**config.mk**
```make
export PLATFORM = sky130hd
export DESIGN_NAME = dmem_arbiter
export DESIGN_NICKNAME = d
export VERILOG_FILES = /design/src/rtl/dmem_arbiter.sv
export SDC_FILE = /design/constraint.sdc
export NUM_CORES = 1
export LEC_CHECK = 0
export CORE_AREA = 2 2 90 92
export DETAILED_ROUTE_END_ITERATION = 10
export DIE_AREA = 0 0 92 94
export PLACE_DENSITY = 0.7
export SYNTH_ARGS = -nofsm -noshare
export SYNTH_HDL_FRONTEND = slang
export SYNTH_SLANG_ARGS = --single-unit
```
**constraint.sdc**
```tcl
create_clock -name clk -period 2.25 [get_ports clk]
set_input_delay 0.45 -clock clk [delete_from_list [all_inputs] [get_ports clk]]
set_output_delay 0.45 -clock clk [all_outputs]
set_load 0.03 [all_outputs]
```
**src/rtl/dmem_arbiter.sv**
```systemverilog
// dmem_arbiter: lets the DSP core (port 0) and the DMA/host loader (port 1)
// share a single-port data memory. Round-robin arbitration with a bounded burst.
//
// Ports:
//   clk, rst           clock and asynchronous active-high reset
//   reqN/weN/addrN     per-requester access request, write flag and address
//   wdataN             per-requester write data
//   gntN               combinational grant for the current cycle
//   rvalidN/rdataN     read data return, one cycle after the read grant
//   mem_*              memory strobe, write enable, address, write data, read data
module dmem_arbiter #(
  parameter int ADDR_W    = 10,
  parameter int DATA_W    = 32,
  parameter int BURST_MAX = 4
) (
  input  logic              clk,
  input  logic              rst,
  input  logic              req0,
  input  logic              req1,
  input  logic              we0,
  input  logic              we1,
  input  logic [ADDR_W-1:0] addr0,
  input  logic [ADDR_W-1:0] addr1,
  input  logic [DATA_W-1:0] wdata0,
  input  logic [DATA_W-1:0] wdata1,
  output logic              gnt0,
  output logic              gnt1,
  output logic              rvalid0,
  output logic              rvalid1,
  output logic [DATA_W-1:0] rdata0,
  output logic [DATA_W-1:0] rdata1,
  output logic              mem_en,
  output logic              mem_we,
  output logic [ADDR_W-1:0] mem_addr,
  output logic [DATA_W-1:0] mem_wdata,
  input  logic [DATA_W-1:0] mem_rdata
);

  localparam int RUN_W = $clog2(BURST_MAX + 1);
  localparam logic [RUN_W-1:0] RUN_MAX = RUN_W'(BURST_MAX);
  localparam logic [RUN_W-1:0] RUN_ONE = RUN_W'(1);

  logic             r_last;
  logic             r_prev_act;
  logic [RUN_W-1:0] r_run;
  logic [1:0]       r_rd_pend;

  logic w_keep;
  logic w_pick1;
  logic w_g0;
  logic w_g1;
  logic w_any;
  logic w_same;

  // On contention the previous owner keeps the memory only while its
  // burst is unbroken (no idle cycle) and still below the limit.
  always_comb begin
    w_keep  = r_prev_act && (r_run < RUN_MAX);
    w_pick1 = w_keep ? r_last : ~r_last;
    w_g0    = ~rst & req0 & (~req1 | ~w_pick1);
    w_g1    = ~rst & req1 & (~req0 | w_pick1);
    w_any   = w_g0 | w_g1;
    w_same  = r_prev_act && (w_g1 == r_last);
  end

  assign gnt0 = w_g0;
  assign gnt1 = w_g1;
  assign mem_en = w_any;

  always_comb begin
    mem_we    = 1'b0;
    mem_addr  = '0;
    mem_wdata = '0;
    unique case (1'b1)
      w_g0: begin
        mem_we    = we0;
        mem_addr  = addr0;
        mem_wdata = wdata0;
      end
      w_g1: begin
        mem_we    = we1;
        mem_addr  = addr1;
        mem_wdata = wdata1;
      end
      default: begin
        mem_we    = 1'b0;
        mem_addr  = '0;
        mem_wdata = '0;
      end
    endcase
  end

  always_ff @(posedge clk or posedge rst) begin
    if (rst) begin
      r_last     <= 1'b1;
      r_prev_act <= 1'b0;
      r_run      <= '0;
      r_rd_pend  <= '0;
    end else begin
      r_rd_pend[0] <= w_g0 & ~we0;
      r_rd_pend[1] <= w_g1 & ~we1;
      if (w_any) begin
        r_last     <= w_g1;
        r_prev_act <= 1'b1;
        if (w_same) begin
          if (r_run != RUN_MAX) begin
            r_run <= r_run + RUN_ONE;
          end
        end else begin
          r_run <= RUN_ONE;
        end
      end else begin
        r_prev_act <= 1'b0;
        r_run      <= '0;
      end
    end
  end

  assign rvalid0 = r_rd_pend[0];
  assign rvalid1 = r_rd_pend[1];
  assign rdata0  = mem_rdata;
  assign rdata1  = mem_rdata;

endmodule

```
==> impl_metrics.json <==
{
  "outcome": "finished with violations",
  "violations": "negative setup slack",
  "synth_area_um2": 1380,
  "worstPathArrival_ns": 1.82,
  "yosysTopAreaCellShare_pct": 34.8,
  "drc": 0,
  "grt_max_degree": 26,
  "dr.pass1.iters": 4,
  "cap_violations": 0,
  "synth_common_cells": "buf_4 (64), a22o_1 (42), dfrtp_1 (6), nand2_1 (6)",
  "wl_met2_um": 2840,
  "synth_flop_cell": "dfrtp_1",
  "routedWlPerCell_um": 15.0,
  "max_freq_mhz": 441,
  "cts_tree": "done",
  "holdCritPathClass": "primary input to async pin",
  "hold_viol_final": 0,
  "ctsLongestPathBuffers": 2,
  "fin_crit_ns": 2.27,
  "utilization_pct": 34.2,
  "antenna_cells": 0,
  "report.final.slew_viol_count": 0,
  "clk_latency_ns": 0.22,
  "reg2reg_slack_ns": 0.70,
  "reg2reg_from": "r_last",
  "io_pins": 234,
  "setup_viol": 11,
  "syn_nets": 286,
  "path_clk_slew_ns": 0.04,
  "drt-initial-drc-count": 19,
  "io_buffers": 137,
  "synth.avg_cell_area_um2": 8.52,
  "synth_most_common_cell": "buf_4",
  "cts_sinks": 7,
  "die_w_um": 92,
  "ys_seq_area_share_pct": 12.8,
  "drt-met1-wl_um": 1840,
  "path_max_fanout": 16,
  "synth_seq_cells": 7,
  "cp_data_required_time_ns": 1.80,
  "core_area_um2": 7610,
  "antenna_found_initial": 0,
  "first_global_vias": 1469,
  "r2r_cells": 7,
  "worstSetupStartpointType": "flip-flop",
  "vias": 1426,
  "ys_top_cells_by_area": "buf_4 (35%), a22o_1 (27%), dfrtp_1 (11%)",
  "die-height_um": 94,
  "power_mw": 1.03,
  "p_per_area_nw_per_um2": 395,
  "routed_via_density": 4.13,
  "slew_headroom_pct": 78.1,
  "ant_nets": 0,
  "async_reset_ff_share_pct": 100,
  "worst-slew-pin-transition_ns": 0.328,
  "grt_pass1_wl_um": 7440,
  "synth_edf_count": 0,
  "setup_ws_ns": -0.0190,
  "wl_met3_um": 423,
  "cts_buffers": 3,
  "layout.nets": 368,
  "initial_core_util_pct": 18.1,
  "finalClockSkew_ns": 0.000186,
  "synth_cells": 162,
  "critPathKind": "flip-flop to primary output",
  "yosysWarnings": 0,
  "dieArea_um2": 8650,
  "htreeDepth": 1,
  "end_kind": "primary output",
  "area_growth_pct": 88.4,
  "ctsHoldBuffers": 0,
  "grt.overflow.total": 0,
  "track_usage_pct": 10.8,
  "cts_root_buf": "clkbuf_8",
  "ys_types": 30,
  "p_leak_nw": 1.12,
  "period_share_pct": 101,
  "irDropWorstVdd_uv": 184,
  "synth_top_cell_by_area": "buf_4",
  "drive_gt1_share_pct": 30.0,
  "r2r-end": "r_rd_pend[1]",
  "grt_setup_unrepaired": "yes",
  "highest_layer": "met4",
  "dpl.hpwl_um": 3910,
  "rows": 32,
  "routed_wl_um": 5180,
  "gp_congestion": 0.688
}
-- stage by stage --
stage | hold WS, ns | cell area, µm² | TNS, ns | worst slack (ns) | cells
floorplan | 0.277 | 1380 | 0 | 0.182 | 162
global placement | 0.484 | 2270 | -4.31 | -0.132 | 336
detailed placement | 0.490 | 2270 | -4.91 | -0.146 | 336
CTS | 0.420 | 2450 | 0 | 0.00424 | 344
global route | 0.444 | 2600 | -1.79 | -0.0818 | 345
finish | 0.439 | 2600 | -0.104 | -0.0190 | 345
-- report_power, final --
part | internal [mW] | switching (mW)
clock | 0.120 | 0.0579
sequential | 0.137 | 0.00739
combinational | 0.387 | 0.319
-- how the worst max path moves through the flow --
stage	startpoint	to	depth (start not counted)
after detailed placement	req1	mem_wdata[28]	6
final	r_last	mem_wdata[28]	7
after CTS	r_last	mem_wdata[28]	7
after global placement	req1	mem_wdata[28]	6
after global routing	r_last	mem_wdata[26]	7
after floorplan	r_last	mem_wdata[14]	5
-- per-layer routing --
layer	up-vias	track usage, %
li1	678	-
met1	656	12.8
met2	76	19.0
met3	16	2.81
met4	0	3.23
met5	-	0
-- state kept, by name, indices dropped and copies added (netlist names) --
register	cells
r_last	1
r_prev_act	1
r_rd_pend	2
r_run	3
-- area by class of cell --
| type | instances | area (µm²) |
|---|---|---|
| sequential | 7 | 176 |
| inverter | 5 | 21.3 |
| clock buffer | 3 | 41.3 |
| multi-input combinational | 76 | 643 |
| clock inverter | 1 | 5.00 |
| tap | 102 | 128 |
| timing repair buffer | 151 | 1590 |
| fill | 791 | 5010 |
-- worst max-delay path, cell delays in order (launching register included) --
cell and delay [ns]:
dfstp_2 0.55, inv_4 0.05, xnor2_4 0.21, a21oi_4 0.10, buf_12 0.15, buf_12 0.14, a22o_4 0.25, buf_6 0.13
-- layout by cell type, fill, tap and decap left out --
master	n
nor2b_1	3
a22o_1	42
a21oi_4	1
xnor2_1	1
a22oi_1	1
clkdlybuf4s50_1	88
a22o_2	1
o21ai_0	1
o211a_4	1
o211ai_1	1
a22o_4	1
buf_12	5
nand2b_4	1
nor3_1	1
xnor2_4	1
nor2b_4	1
clkbuf_8	3
inv_4	1
a311oi_1	1
dfstp_2	1
buf_6	44
a21oi_1	2
clkinv_2	1
buf_4	11
nand3_1	1
and3_1	2
nand2_1	6
nor2_1	4
ha_1	2
a211oi_1	1
inv_1	4
dlygate4sd2_1	3
dfrtp_1	6
-- cells by family after synthesis --
group | count (synthesis) | synth area share [%]
adder cells (fa/ha/maj) | 2 | 1.81
AND/OR/NAND/NOR | 19 | 7.16
flip-flops | 7 | 12.8
buffers and inverters | 79 | 43.1
XOR/XNOR | 2 | 1.81
AO/OA/AOI/OAI | 53 | 33.4
-- timing repair --
| action | CTS | global route |
|---|---|---|
| pin swaps | 3 | 33 |
| setup buffers | 3 | 2 |
| cloned | 1 | 0 |
| setup endpoints to repair | 44 | 43 |
| resized for setup | 21 | 41 |
Power figures use the tool's default switching activity.
